<file path="config.mk">
export PLATFORM = sky130hd
export DESIGN_NAME = pipe_mem_arbiter
export DESIGN_NICKNAME = d
export VERILOG_FILES = /design/src/rtl/pipe_mem_arbiter.sv
export SDC_FILE = /design/constraint.sdc
export NUM_CORES = 1
export LEC_CHECK = 0
export ABC_AREA = 1
export CAP_MARGIN = 10
export CORE_MARGIN = 1
export CORE_UTILIZATION = 34
export DETAILED_ROUTE_END_ITERATION = 8
export MAX_ROUTING_LAYER = met4
export PLACE_DENSITY = 0.77
export REMOVE_ABC_BUFFERS = 1
export SYNTH_ARGS = -nofsm -noshare
export SYNTH_HDL_FRONTEND = slang
export SYNTH_SLANG_ARGS = --single-unit
export TNS_END_PERCENT = 50
</file>
<file path="constraint.sdc">
create_clock -name clk -period 1.9 [get_ports clk]
set_input_delay 0.57 -clock clk [delete_from_list [all_inputs] [get_ports clk]]
set_output_delay 0.57 -clock clk [all_outputs]
set_load 0.05 [all_outputs]
</file>
<file path="src/rtl/pipe_mem_arbiter.sv">
// pipe_mem_arbiter: shares one RAM between instruction fetch and data ports.
// One access in flight at a time; MEM has priority, bounded by a contested-grant streak.
module pipe_mem_arbiter #(
    parameter int RAM_LAT        = 1,
    parameter int MAX_MEM_STREAK = 4
) (
    input  logic        clk,
    input  logic        rst,
    input  logic        if_req,
    input  logic [6:0]  if_addr,
    output logic        if_ack,
    output logic [31:0] if_rdata,
    input  logic        mem_req,
    input  logic        mem_we,
    input  logic [6:0]  mem_addr,
    input  logic [31:0] mem_wdata,
    output logic        mem_ack,
    output logic [31:0] mem_rdata,
    output logic        ram_en,
    output logic        ram_we,
    output logic [6:0]  ram_addr,
    output logic [31:0] ram_wdata,
    input  logic [31:0] ram_rdata,
    output logic        pipe_stall
);
    typedef enum logic [1:0] {IDLE, WAIT, RESP} state_t;

    localparam logic [2:0] MAX_S    = 3'(MAX_MEM_STREAK);
    localparam logic [1:0] LAT_INIT = 2'(RAM_LAT - 1);

    state_t      state_q, state_d;
    logic [2:0]  streak_q, streak_d;
    logic [1:0]  lat_q, lat_d;
    logic        gnt_mem_q, gnt_mem_d;
    logic        if_ack_q, if_ack_d, mem_ack_q, mem_ack_d;
    logic        mask_if_q, mask_if_d, mask_mem_q, mask_mem_d;
    logic [31:0] if_rdata_q, if_rdata_d, mem_rdata_q, mem_rdata_d;
    logic        if_el, mem_el, pick_if, pick_mem, issue;

    always_comb begin
        // a requester acked last cycle and still holding req is treated as a stale request
        if_el       = if_req & ~mask_if_q;
        mem_el      = mem_req & ~mask_mem_q;
        pick_if     = if_el & (~mem_el | (streak_q == MAX_S));
        pick_mem    = mem_el & ~pick_if;
        issue       = rst & (state_q == IDLE) & (pick_if | pick_mem);
        state_d     = state_q;
        streak_d    = streak_q;
        lat_d       = lat_q;
        gnt_mem_d   = gnt_mem_q;
        if_ack_d    = 1'b0;
        mem_ack_d   = 1'b0;
        mask_if_d   = if_ack_q;
        mask_mem_d  = mem_ack_q;
        if_rdata_d  = if_rdata_q;
        mem_rdata_d = mem_rdata_q;
        case (state_q)
            IDLE: if (issue) begin
                gnt_mem_d = pick_mem;
                streak_d  = (pick_mem & if_req) ? ((streak_q == MAX_S) ? streak_q : streak_q + 3'd1) : 3'd0;
                mem_ack_d = pick_mem & mem_we;
                state_d   = (pick_mem & mem_we) ? RESP : WAIT;
                lat_d     = LAT_INIT;
            end
            WAIT: begin
                lat_d = lat_q - 2'd1;
                if (lat_q == 2'd0) begin
                    state_d     = RESP;
                    lat_d       = 2'd0;
                    if_ack_d    = ~gnt_mem_q;
                    mem_ack_d   = gnt_mem_q;
                    if_rdata_d  = gnt_mem_q ? if_rdata_q : ram_rdata;
                    mem_rdata_d = gnt_mem_q ? ram_rdata : mem_rdata_q;
                end
            end
            default: state_d = IDLE;
        endcase
    end

    always_ff @(posedge clk) begin
        if (!rst) begin
            state_q     <= IDLE;
            streak_q    <= 3'd0;
            lat_q       <= 2'd0;
            gnt_mem_q   <= 1'b0;
            if_ack_q    <= 1'b0;
            mem_ack_q   <= 1'b0;
            mask_if_q   <= 1'b0;
            mask_mem_q  <= 1'b0;
            if_rdata_q  <= 32'd0;
            mem_rdata_q <= 32'd0;
        end else begin
            state_q     <= state_d;
            streak_q    <= streak_d;
            lat_q       <= lat_d;
            gnt_mem_q   <= gnt_mem_d;
            if_ack_q    <= if_ack_d;
            mem_ack_q   <= mem_ack_d;
            mask_if_q   <= mask_if_d;
            mask_mem_q  <= mask_mem_d;
            if_rdata_q  <= if_rdata_d;
            mem_rdata_q <= mem_rdata_d;
        end
    end

    assign ram_en     = issue;
    assign ram_we     = issue & pick_mem & mem_we;
    assign ram_addr   = issue ? (pick_if ? if_addr : mem_addr) : 7'd0;
    assign ram_wdata  = ram_we ? mem_wdata : 32'd0;
    assign if_ack     = if_ack_q;
    assign mem_ack    = mem_ack_q;
    assign if_rdata   = if_rdata_q;
    assign mem_rdata  = mem_rdata_q;
    assign pipe_stall = (if_req & ~if_ack_q) | (mem_req & ~mem_ack_q);
endmodule

</file>
# Yosys cells after proc, flatten, opt, wreduce, memory -nomap -nowiden

Index checks and enable logic that the tools add are counted.

Register bits after elaboration: 76
Memories: 0
Memory bits (writable): 0
Bits in latches: 0
ROM bits: 0
Output and inout port bits: 108
Word-level logic and storage cells: 64

$add $sub $neg: 2
Multiplexer cells: 15
Equal/unequal tests: 5
Multipliers: 0
Shift operators: 0
Bitwise gates (word level): 22
$lt $le $gt $ge: 0
Reductions and logical operators: 10
Div/mod/pow operators: 0

Operators with widths:

| operator                                                               | number |
|---|---|
| 32-bit 2-to-1 mux                                                      | 1 |
| 7-bit 2-to-1 mux                                                       | 2 |
| 1-bit bitwise AND                                                      | 12 |
| 3-bit AND reduction                                                    | 4 |
| 2-bit 2-to-1 mux                                                       | 5 |
| 2-bit one-hot mux with 2 select lines                                  | 2 |
| 1-bit inverter                                                         | 7 |
| 3-bit 2-to-1 mux                                                       | 2 |
| 2-bit != test (second input constant)                                  | 3 |
| 2-bit AND reduction                                                    | 3 |
| 2-bit logical NOT                                                      | 2 |
| 3-bit by 1-bit adder with 3-bit output (second input constant)         | 1 |
| 3-bit equality test (second input constant)                            | 1 |
| 1-bit bitwise OR                                                       | 3 |
| 2-bit by 1-bit equality test with 1-bit output (second input constant) | 1 |
| 1-bit 2-to-1 mux                                                       | 2 |
| 1-bit one-hot mux with 2 select lines                                  | 1 |
| 2-bit nonzero test                                                     | 1 |
| 2-bit by 1-bit subtractor with 2-bit output (second input constant)    | 1 |

# Logic depth before layout (Yosys ltp)

Depth after elaboration: 12
Mapped depth: 10
Depth with buffers taken out: 10

# Least setup slack after synthesis

No wires, ideal clock.

Path kind: input to output
Start: input rst
End: output ram_wdata[0]
Required time: 1330 ps
Setup slack: -1099 ps
Cell stages on the path: 8
Arrival time: 2429 ps
Cells stage by stage: buf_4 -> nand2_2 -> nor2_1 -> nand2_1 -> nor2_2 -> inv_2 -> buf_6 -> nor2_1

Cells in the longest elaborated chain, start to end: 5

Ends and longest elaborated chain:

| element                         | RTL line | text |
|---|---|---|
| from (decl)                     | 8        | `input logic rst,` |
| 1-bit bitwise AND (2 in series) | 46       | `issue = rst & (state_q == IDLE) & (pick_if \| pick_mem);` |
| 1-bit bitwise AND (2 in series) | 107      | `assign ram_we = issue & pick_mem & mem_we;` |
| via ram_we                      | 20       | `output logic ram_we,` |
| 32-bit 2-to-1 mux               | 109      | `assign ram_wdata = ram_we ? mem_wdata : 32'd0;` |
| to (decl)                       | 22       | `output logic [31:0] ram_wdata,` |

The timed path passes the listed nets, and every way through them passes these cells.

# Worst setup path after layout

Start: input if_req
End: output ram_addr[6]

Cells in the longest elaborated chain, start to end: 7

Ends and longest elaborated chain:

| element               | RTL line | text |
|---|---|---|
| from (decl)           | 9        | `input logic if_req,` |
| 1-bit bitwise AND (*) | 42       | `if_el = if_req & ~mask_if_q;` |
| 1-bit bitwise AND (*) | 44       | `pick_if = if_el & (~mem_el \| (streak_q == MAX_S));` |
| 1-bit inverter        | 45       | `pick_mem = mem_el & ~pick_if;` |
| 1-bit bitwise AND     | 45       |  |
| 1-bit bitwise OR      | 46       |  |
| 1-bit bitwise AND     | 46       |  |
| 7-bit 2-to-1 mux (*)  | 108      | `assign ram_addr = issue ? (pick_if ? if_addr : mem_addr) : 7'd0;` |
| to (decl)             | 21       | `output logic [6:0] ram_addr,` |

Mark *: on every way between the ends. The rest lies on a longest branch, timed or not.

==> summary.md <==
| Metric | Value |
|---|---|
| Status | finished with violations |
| Failing checks | setup timing |
| Synth Area in Compound Gates | 14.0% |
| Synth unique cells | 23 |
| Reg2reg start | streak_q[1]$_SDFFE_PN0P_ |
| Clk sinks | 76 |
| DR pass1 iterations | 4 |
| Fin nets | 764 |
| Clock insertion delay at the later pin of the skew report | 0.34 ns |
| Starting Density | 35.9% |
| EDFF count, synth | 0 |
| Post-synth top cells | 174 x nor2_1, 76 x dfxtp_1, 71 x o21ai_0, 57 x inv_1, 22 x nand2_1 |
| Die footprint | 0.00978 mm^2 |
| Total GRT Usage | 26.0% |
| Worst path arrival time | 2.11 ns |
| Vias post-DR | 3826 |
| YS warnings | 0 |
| Initial DRC Count | 154 |
| CP Launch Type | primary input |
| Fin util | 70.7% |
| Number of instances in the placed design | 757 |
| Vias in the first global route | 3887 |
| Die height | 98.9 um |
| Yosys top cell by area | dfxtp_1 |
| TritonCTS buffer count | 9 |
| # port buffers | 190 |
| Placer Congestion | 0.831 |
| Vias per cell | 4.83 |
| Drt drc | 0 |
| Top FF cell, synth | dfxtp_1 |
| Seq cells post-synth | 76 |
| Cell family with most CP delay | buffers and inverters |
| Top Ports | 191 |
| Final period utilization | 141% |
| Core ar. | 0.00889 mm^2 |
| Post-synthesis simple-gate area fraction | 25.6% |
| Crit path cell chain | dlygate4sd2_1 > inv_2 > nor2_1 > o21ai_1 > buf_4 > o21ai_0 > a21oi_2 > buf_12 |
| Setup total negative slack | -26.63 ns |
| Mux cell area share after synthesis | 0% |
| DP HPWL | 8160 um |
| Final std cells w/o fill | 792 |
| N_diodes | 0 |
| Routing usage on met1 | 28.0% |
| Layout Area Growth over Synthesis | 96.9% |
| Crit path capture type | output pin |
| # fillers | 638 |
| GRT Residual Overflow | 0 |
| Share of post-route cells with drive strength above 1 | 34.1% |
| Cell Pwr Density | 660 mW/mm^2 |
| Buffers & Inverters on Critical Path | 4 |
| Post-route cell area | 0.00629 mm^2 |
| Gr busiest metal | met2 |
| F_max | 373 MHz |
| Rows | 34 |
| Placement Setup Slack | -0.783 ns |
| Slew @ Worst Pin | 0.640 ns |
| Hold Crit Class | reg -> reg |
| Clock Path Buffers | 2 |
| Hold_buf cts | 0 |
| CP max-delay cell | o21ai_0 |
| Worst Path Required | 1.33 ns |
| Sequential fraction of the synthesis area | 47.6% |
| First-pass GRT wire length | 19200 um |
| Proportion of netlist area held by the largest area contributor | 47.6% |
| Mean post-synth cell area | 6.96 um^2 |
| Reg clk slew, reported paths | 0.08 ns |
| Post-Synthesis Cells | 459 |
| CP peak stage delay | 0.41 ns |
| Post-route ant nets | 0 |
| Lkg Pwr | 2.95 nW |
| Dpl cell area | 0.00554 mm^2 |
| Final max-slew violation count | 0 |
| CTS tree | done |
| Clk root buf | clkbuf_8 |
| CP max FO | 12 |
| Met3 Usage GRT | 6.95% |
| Setup Crit Path Kind | in -> out |
| Hold Slack | 0.477 ns |
| Hold path startpoint | lat_q[1]$_SDFFE_PN0P_ |
| Final wirelength | 12600 um |
| Min cycle time layout | 2.68 ns |
| Synth area leaders | dfxtp_1 48%, nor2_1 20%, o21ai_0 11% |
| Register Area | 0.00152 mm^2 |
| Setup violators final | 43 |
| H-tree depth | 3 |
| Total power draw | 4.15 mW |
| MaxCap Viol Count | 0 |
| Drt wl/cell | 15.9 um |
| Initial antenna violation count | 0 |
| Largest net degree at the start of global routing | 73 |
| Width of the chip | 98.9 um |
| Max-slew headroom | 57.3% |
| Max VDD drop | 0.574 mV |
| Final Hold Fails | 0 |
| Synthesized area | 0.00319 mm^2 |
| Xor-xnor portion of the synthesized cell area | 0% |
| Grt met2 use | 44.9% |
| RSZ-0062 raised after global routing | yes |
| Worst setup margin | -0.781 ns |
| Most frequent cell after synthesis | nor2_1 |
| Largest family of logic cells by synthesized area | simple AND/OR/NAND/NOR gates |
| Share of flip-flops with an asynchronous set or reset | 0% |
| Setup crit start | if_req |
| Synthesized-area fraction occupied by adder cells | 0.784% |
| Max Clock Skew | 0.00542 ns |
| Multi-input gate area | 0.00160 mm^2 |
worst register-to-register path, delay by kind of cell, from the launching register on:
kind | cells | cell delay (ns)
buffers and inverters | 13 | 1.32
and+or+nand+nor | 3 | 0.24
DFF | 1 | 0.34
adders and majority gates | 1 | 0.15
AOI/OAI and AO/OA | 2 | 0.26
state kept, by name, summed over array words and instances, names as in the netlist:
register,cells
gnt_mem_q,1
if_ack,1
if_rdata,32
lat_q,2
mask_if_q,1
mask_mem_q,1
mem_ack,1
mem_rdata,32
state_q,2
streak_q,3
power breakdown:
part	internal, mW	total [mW]	switching (mW)
Clock	0.619	1.25	0.634
Combinational	0.508	1.19	0.681
Sequential	1.66	1.70	0.0411
cell type report:
class	count	share of cell area, %
timing repair buffer	234	41.1
multi-input combinational	295	25.5
sequential	76	24.2
inverter	63	3.84
tap	108	2.15
clock buffer	10	2.03
clock inverter	6	1.13
worst paths after layout:
kind | end | slack (ns) | depth (start not counted)
setup / recovery | ram_addr[6] | -0.78 | 8
hold / removal | lat_q[1]$_SDFFE_PN0P_ | 0.48 | 2
setup reg to reg | state_q[0]$_SDFFE_PN0P_ | -0.51 | 19
hold reg to reg | lat_q[1]$_SDFFE_PN0P_ | 0.48 | 2
layer usage:
layer / up-vias / share of wire, %
met2: 197 / 48
met1: 1753 / 40
li1: 1842 / -
met5: - / 0
met4: 0 / 3.7
met3: 34 / 8.3
cells by family (layout without fill, tap and decap cells):
kind of cell,Yosys count,after routing
simple gates,206,206
buf+inv,88,313
compound gates,87,87
flops,76,76
fa+ha+maj,2,2
cells in the final DEF, fill, tap and decap left out, drive strengths merged:
master and count:
ha 2, a21oi 10, clkinv 1, nor2 176, bufinv 1, inv 65
o21ai 73, clkdlybuf4s50 79, buf 153, dfxtp 76, o31ai 1, clkinvlp 2
dlygate4sd2 2, a211oi 2, nand4 1, nor3 2, clkbuf 10, nand3 4
o22ai 1, nand2 23
timing repair:
action,CTS,global route
gates resized for setup,89,19
pin swaps,7,4
setup buffers,16,2
gates cloned,2,0
endpoints found under the setup margin,42,44
(Power assumes the default switching activity.)
